[config.mk]
export PLATFORM = sky130hd
export DESIGN_NAME = valu_dotp_ctrl
export DESIGN_NICKNAME = d
export VERILOG_FILES = /design/src/rtl/valu_dotp_ctrl.sv
export SDC_FILE = /design/constraint.sdc
export NUM_CORES = 1
export LEC_CHECK = 0
export CORE_ASPECT_RATIO = 1.1
export CORE_UTILIZATION = 47
export DETAILED_ROUTE_END_ITERATION = 7
export PLACE_DENSITY = 0.87
export SYNTH_ARGS = -nofsm -noshare
export SYNTH_HDL_FRONTEND = slang
export SYNTH_SLANG_ARGS = --single-unit
[constraint.sdc]
create_clock -name clk_i -period 7 [get_ports clk_i]
set_input_delay 1.4 -clock clk_i [delete_from_list [all_inputs] [get_ports clk_i]]
set_output_delay 1.4 -clock clk_i [all_outputs]
set_load 0.01 [all_outputs]
[src/rtl/valu_dotp_ctrl.sv]
// Dot-product sequencer for the 4x int8 vector MAC ALU: streams N operand pairs through the
// combinational valu, accumulates the per-word results and returns one 32-bit sum.
module valu_dotp_ctrl #(
    parameter int LEN_W  = 8,
    parameter bit SAT_EN = 1'b0
) (
    input  logic             clk_i,
    input  logic             rst_ni,
    input  logic             cmd_valid_i,
    output logic             cmd_ready_o,
    input  logic [LEN_W-1:0] cmd_len_i,
    input  logic [31:0]      cmd_init_i,
    input  logic             op_valid_i,
    output logic             op_ready_o,
    input  logic [31:0]      op_a_i,
    input  logic [31:0]      op_b_i,
    output logic [31:0]      valu_operand_a_o,
    output logic [31:0]      valu_operand_b_o,
    input  logic             valu_ready_i,
    input  logic [31:0]      valu_result_i,
    output logic             res_valid_o,
    input  logic             res_ready_i,
    output logic [31:0]      res_data_o,
    output logic             res_ovf_o,
    output logic             busy_o
);

    typedef enum logic [1:0] {IDLE, RUN, DRAIN, DONE} state_t;

    state_t           state, state_nxt;
    logic [31:0]      acc;
    logic [31:0]      prod;
    logic [LEN_W-1:0] remaining;
    logic             prod_vld;
    logic             ovf;

    logic             cmd_fire;
    logic             op_fire;
    logic             last_op;
    logic [32:0]      sum;
    logic             sum_ovf;
    logic [31:0]      acc_upd;

    // Handshakes are decoded from state directly so they do not loop through the ready outputs.
    assign cmd_fire = (state == IDLE) && cmd_valid_i;
    assign op_fire  = (state == RUN) && valu_ready_i && op_valid_i;
    assign last_op  = op_fire && (remaining == LEN_W'(1));

    // 33-bit signed add: overflow whenever the two top bits disagree.
    assign sum     = {acc[31], acc} + {prod[31], prod};
    assign sum_ovf = sum[32] ^ sum[31];

    always_comb begin
        acc_upd = sum[31:0];
        if (SAT_EN && sum_ovf) begin
            acc_upd = sum[32] ? 32'h8000_0000 : 32'h7FFF_FFFF;
        end
    end

    // NOTE: non-blocking assignments in clocked blocks so every flop samples pre-edge values.
    always_ff @(posedge clk_i or negedge rst_ni) begin
        if (!rst_ni) begin
            state <= IDLE;
        end else begin
            state <= state_nxt;
        end
    end

    // NOTE: every output and next-state term gets a default first so no latch is inferred.
    always_comb begin
        state_nxt        = state;
        cmd_ready_o      = 1'b0;
        op_ready_o       = 1'b0;
        valu_operand_a_o = 32'h0;
        valu_operand_b_o = 32'h0;
        res_valid_o      = 1'b0;
        res_data_o       = 32'h0;
        res_ovf_o        = 1'b0;
        busy_o           = 1'b1;
        unique case (state)
            IDLE: begin
                cmd_ready_o = 1'b1;
                busy_o      = 1'b0;
                if (cmd_valid_i) begin
                    state_nxt = (cmd_len_i == '0) ? DONE : RUN;
                end
            end
            RUN: begin
                op_ready_o       = valu_ready_i;
                valu_operand_a_o = op_a_i;
                valu_operand_b_o = op_b_i;
                if (last_op) begin
                    state_nxt = DRAIN;
                end
            end
            DRAIN: begin
                state_nxt = DONE;
            end
            DONE: begin
                res_valid_o = 1'b1;
                res_data_o  = acc;
                res_ovf_o   = ovf;
                if (res_ready_i) begin
                    state_nxt = IDLE;
                end
            end
            default: begin
                state_nxt = IDLE;
            end
        endcase
    end

    always_ff @(posedge clk_i or negedge rst_ni) begin
        if (!rst_ni) begin
            acc       <= 32'h0;
            remaining <= '0;
            prod_vld  <= 1'b0;
            ovf       <= 1'b0;
        end else begin
            if (cmd_fire) begin
                acc       <= cmd_init_i;
                remaining <= cmd_len_i;
                ovf       <= 1'b0;
            end else if (prod_vld) begin
                acc <= acc_upd;
                if (sum_ovf) begin
                    ovf <= 1'b1;
                end
            end
            if (op_fire) begin
                remaining <= remaining - LEN_W'(1);
                prod_vld  <= 1'b1;
            end else begin
                prod_vld <= 1'b0;
            end
        end
    end

    // NOTE: prod is a pure data register; it is only consumed while prod_vld is set, so it needs no reset.
    always_ff @(posedge clk_i) begin
        if (op_fire) begin
            prod <= valu_result_i;
        end
    end

endmodule

Word level (Yosys, flattened, before mapping)
Cells that the tools add are included.
- bits in registers: 76
- input port bits: 142
- output and inout port bits: 101
- logic and storage cells: 48
- $add $sub $neg: 2
- eq/ne operators: 7
- multiplexer cells: 21
- bitwise gates (word level): 1
- reduce and logical (&&, ||, !) cells: 11
- operator list (operator ; number):
    $mux W32 ; 5
    $add A32 B32 Y33 ; 1
    $mux W8 ; 2
    $mux W1 ; 9
    $eq A8 B1 Y1 const B ; 1
    $logic_not A8 Y1 ; 1
    $mux W2 ; 4
    $pmux W2 S4 ; 1
    $sub A8 B1 Y8 const B ; 1
    $ne A2 B2 Y1 const B ; 3
    $reduce_bool A2 Y1 ; 3
    $eq A2 B2 Y1 const B ; 2
    $logic_and A1 B1 Y1 ; 4
    $reduce_and A3 Y1 ; 1
    $eq A2 B1 Y1 const B ; 1
    $logic_not A2 Y1 ; 1
    $reduce_and A2 Y1 ; 1
    $xor A1 B1 Y1 ; 1

Logic depth before layout (Yosys ltp)
- word-level depth: 6
- depth in mapped cells: 11
- gate-level depth less buffers: 11

Least setup slack after synthesis
No wires, ideal clock.
- kind: input to register
- start point: input valu_ready_i
- end point: register state[0]
- library setup time: 0.141 ns
- data arrival time: 3.086 ns
- required time: 6.859 ns
- slack: 3.773 ns
- stages: 7
- buffers on the path: 0
- cells stage by stage: and2_1 > nand2_1 > clkinv_1 > nand3_1 > a222oi_1 > o21ai_0 > o21ai_0
- cells in the longest elaborated chain, start to end: 5
- RTL lines (item ; line ; text):
    start: declaration ; 19 ; input logic valu_ready_i,
    $logic_and A1 B1 Y1 (2 in series) ; 46 ; assign op_fire = (state == RUN) && valu_ready_i && op_valid_i;
    via op_fire ; 38 ; logic op_fire;
    $logic_and A1 B1 Y1 ; 47 ; assign last_op = op_fire && (remaining == LEN_W'(1));
    $ne A2 B2 Y1 (no source line) ; -- ;
    $reduce_and A3 Y1 (no source line) ; -- ;
    end signal: assignment ; 65 ; state <= state_nxt;
    end: declaration ; 30 ; state_t state, state_nxt;
The timed path passes the listed nets, and every way through them passes these cells.
A chain may end at the register's enable or synchronous reset.

Worst setup path in the final report
- start point: input op_b_i[0]
- end point: output valu_operand_b_o[0]
- cells in the longest elaborated chain, start to end: 1
- RTL lines (item ; line ; text):
    start: declaration ; 16 ; input logic [31:0] op_b_i,
    $mux W32 ; 80 ; unique case (state)
    end: declaration ; 18 ; output logic [31:0] valu_operand_b_o,
No other way between the ends.

==> out/results.tsv <==
stage	metric	value	unit
outcome	status	completed	
synth	synthArstFlopShare	57.9	%
sta	final.setup.tns	0	ns
clock_network	cts_buffer_depth	2	
sta	tightest_slew	1.25	ns
worst_setup_path	path_class	input port to primary output	
die	die_x	106	um
die	placementRows	41	
worst_setup_path	crit_required	5.60	ns
final_layout	fin_cells	1004	
pwr	p_seq_share	22.5	%
sta	finalSetupViolCount	0	
clock_network	h-tree-depth	3	
drt	wire_per_inst	18.6	um
worst_setup_path	reg2reg_slack	3.89	ns
grt	grt_usage	29.9	%
die	die_area	12400	um^2
clock_network	cts_tree	yes	
synth	synthesis.nets	808	
synth	synth-main-ff-cell	dfrtp_1	
drt	num_vias	5715	
place	pre_cts_slack	2.93	ns
synth	syn_area	5630	um^2
pwr	intPower	1.85	mW
grt	overflow	0	
place	portBuffers	242	
final_layout	final_common_cell	clkdlybuf4s50_1	
sta	fin_ws	2.92	ns
final_layout	fillerInstances	887	
pwr	p_sw	1.35	mW
grt	grt_pass1_wl	28400	um
clock_network	clockRootBuffer	clkbuf_16	
drt	wl	18700	um
sta	hold_viol	0	
final_layout	diodes	0	
pwr	p_leak	3.33	nW
clock_network	cts.sinks	76	
run	drv_cap	0	
place	dpl.cell_count	988	
pwr	p_total	3.20	mW
synth	synth_edf_count	32	
pwr	ir_drop	0.194	mV
final_layout	layout.nets	1030	
drt	viasPerCell	5.69	
hold_path	hp-class	register to register	
die	start_util	48.6	%
grt	grt_pass1_vias	5763	
place	dpl_cell_area	8140	um^2
final_layout	final_cell_mix	clkdlybuf4s50_1, and2_1, nand2_1, a21oi_1, o21ai_0	
drt	postRouteAntennaNets	0	
clock_network	clk_pin_slew_worst_paths	0.06	ns
final_layout	final_area	8430	um^2
worst_setup_path	startpoint_type	input port	
sta	finalCriticalPeriod	4.08	ns
sta	rsz0062_at_grt	no	
sta	finClkSkew	0.00625	ns
worst_setup_path	crit_fanout	1	
final_layout	drive_above_1_share	3.75	%
synth	ys_ff_latch	76	
grt	antenna_found_initial	0	
worst_setup_path	cp-end-kind	primary output	
clock_network	post_cts_buffers	0	
pwr	power_switching_share	42.3	%
worst_setup_path	arrival	2.68	ns
synth	yosys_warnings	0	
sta	fin_crit_sh	58.3	%
clock_network	cts_hold_buf	0	
sta	slew_headroom	16.7	%
synth	synth_seq_area_share	36.6	%
synth	syn_area_per_cell	8.98	um^2
pwr	powerDensity	379	nW/um^2
drt	drcViolationCount	0	
die	dieHeight	117	um
synth	synth_cell_types	59	
pwr	power_frac_comb	62.9	%
drt	first_pass_iters	7	
grt	grt_max_degree	67	
die	core_area	11600	um^2
clock_network	cts_resized	0	
final_layout	area_growth_syn_to_layout	49.6	%
clock_network	cts_made_buffers	9	
place	post-dp-hpwl	14300	um
die	io_pins	243	
synth	syn_inst	627	
sta	maxSlewViolCount	0	
drt	drt-initial-drc-count	343	
clock_network	clock_latency	0.34	ns
pwr	p_clk_share	14.6	%
sta	max_clock_freq	245	MHz
place	globalplace.congestion	0.908	
[metal layers]
metal	share of wire (%)	vias up	global-route usage [%]
li1	-	2699	-
met1	37	2699	32.9
met2	50	276	54.0
met3	8.2	41	6.98
met4	4.2	0	15.9
met5	0	-	0
[state kept, by name (all words and copies together), names as in the netlist]
register / cells
acc: 32
ovf: 1
prod: 32
prod_vld: 1
remaining: 8
state: 2
[worst paths after layout]
path | from | endpoint | depth (start not counted)
setup / recovery | op_b_i[0] | valu_operand_b_o[0] | 3
hold / removal | remaining[6] | remaining[6] | 2
hold reg to reg | remaining[6] | remaining[6] | 2
min in group asynchronous | rst_ni | acc[6] | 1
setup reg to reg | acc[0] | acc[24] | 11
max in group asynchronous | rst_ni | prod_vld | 1
[critical path, cell delays in order]
cell and delay [ns]:
clkdlybuf4s50_1 0.46, and2_1 0.22, clkdlybuf4s50_1 0.59
[cell type report]
type,count,area [um^2],share of cell area [%]
inverter,19,71.3,0.846
sequential,76,2060,24.5
clock buffer,14,254,3.01
tap,150,188,2.23
timing repair buffer,246,2450,29.0
clock inverter,2,35.0,0.416
multi-input combinational,497,3370,40.0
[power groups by stage]
stage / registers, mW / clock network, mW / logic, mW
after detailed placement: 0.725 / 0 / 1.98
final: 0.720 / 0.466 / 2.01
after global placement: 0.716 / 0 / 1.93
after CTS: 0.718 / 0.470 / 2.00
after global routing: 0.741 / 0.487 / 2.19
after floorplan: 0.691 / 0 / 1.29
[Yosys cell counts (3+ instances only)]
| cell type | number | area, um^2 |
|---|---|---|
| and2_1 | 99 | 619 |
| nand2_1 | 48 | 180 |
| a21oi_1 | 46 | 230 |
| o21ai_0 | 45 | 225 |
| dfrtp_1 | 44 | 1100 |
| ha_1 | 38 | 475 |
| edfxtp_1 | 32 | 961 |
| clkbuf_1 | 28 | 105 |
| nor2_1 | 28 | 105 |
| mux2i_1 | 24 | 240 |
| inv_1 | 18 | 67.6 |
| xnor2_1 | 18 | 158 |
| nand3_1 | 16 | 80.1 |
| a21o_1 | 14 | 105 |
| nand4_1 | 10 | 62.6 |
| nor3b_1 | 8 | 60.1 |
| o21bai_1 | 7 | 52.6 |
| a211oi_1 | 6 | 45.0 |
| nand2b_1 | 6 | 37.5 |
| a31oi_1 | 5 | 31.3 |
| nor4_1 | 5 | 31.3 |
| o211ai_1 | 5 | 37.5 |
| or3_1 | 5 | 31.3 |
| xor2_1 | 5 | 43.8 |
| a211o_1 | 4 | 35.0 |
| buf_2 | 4 | 20.0 |
| nor3_1 | 4 | 20.0 |
| a221oi_1 | 3 | 26.3 |
| and3_1 | 3 | 18.8 |
| buf_1 | 3 | 11.3 |
| nand3b_1 | 3 | 22.5 |
| nor2b_1 | 3 | 18.8 |
| o221ai_1 | 3 | 26.3 |
| o31ai_1 | 3 | 22.5 |
[per-stage QoR]
step	util, %	hold WS [ns]
3_3_place_gp	70.2	0.463
5_1_grt	72.7	0.511
2_1_floorplan	-	0.438
6_report	72.7	0.488
4_1_cts	72.7	0.490
3_5_place_dp	70.2	0.472
[cell families (layout without fill, tap and decap cells)]
logic type,after synthesis,in the layout,synth area share (%)
AND/OR/NAND/NOR,243,243,23.6
AO/OA/AOI/OAI,167,167,19.3
flip-flops,76,76,36.6
buffers and inverters,54,281,3.69
adder cells (fa/ha/maj),39,39,8.80
multiplexers,25,25,4.46
XOR/XNOR,23,23,3.58
No activity file was read; power rests on OpenSTA's default activity.
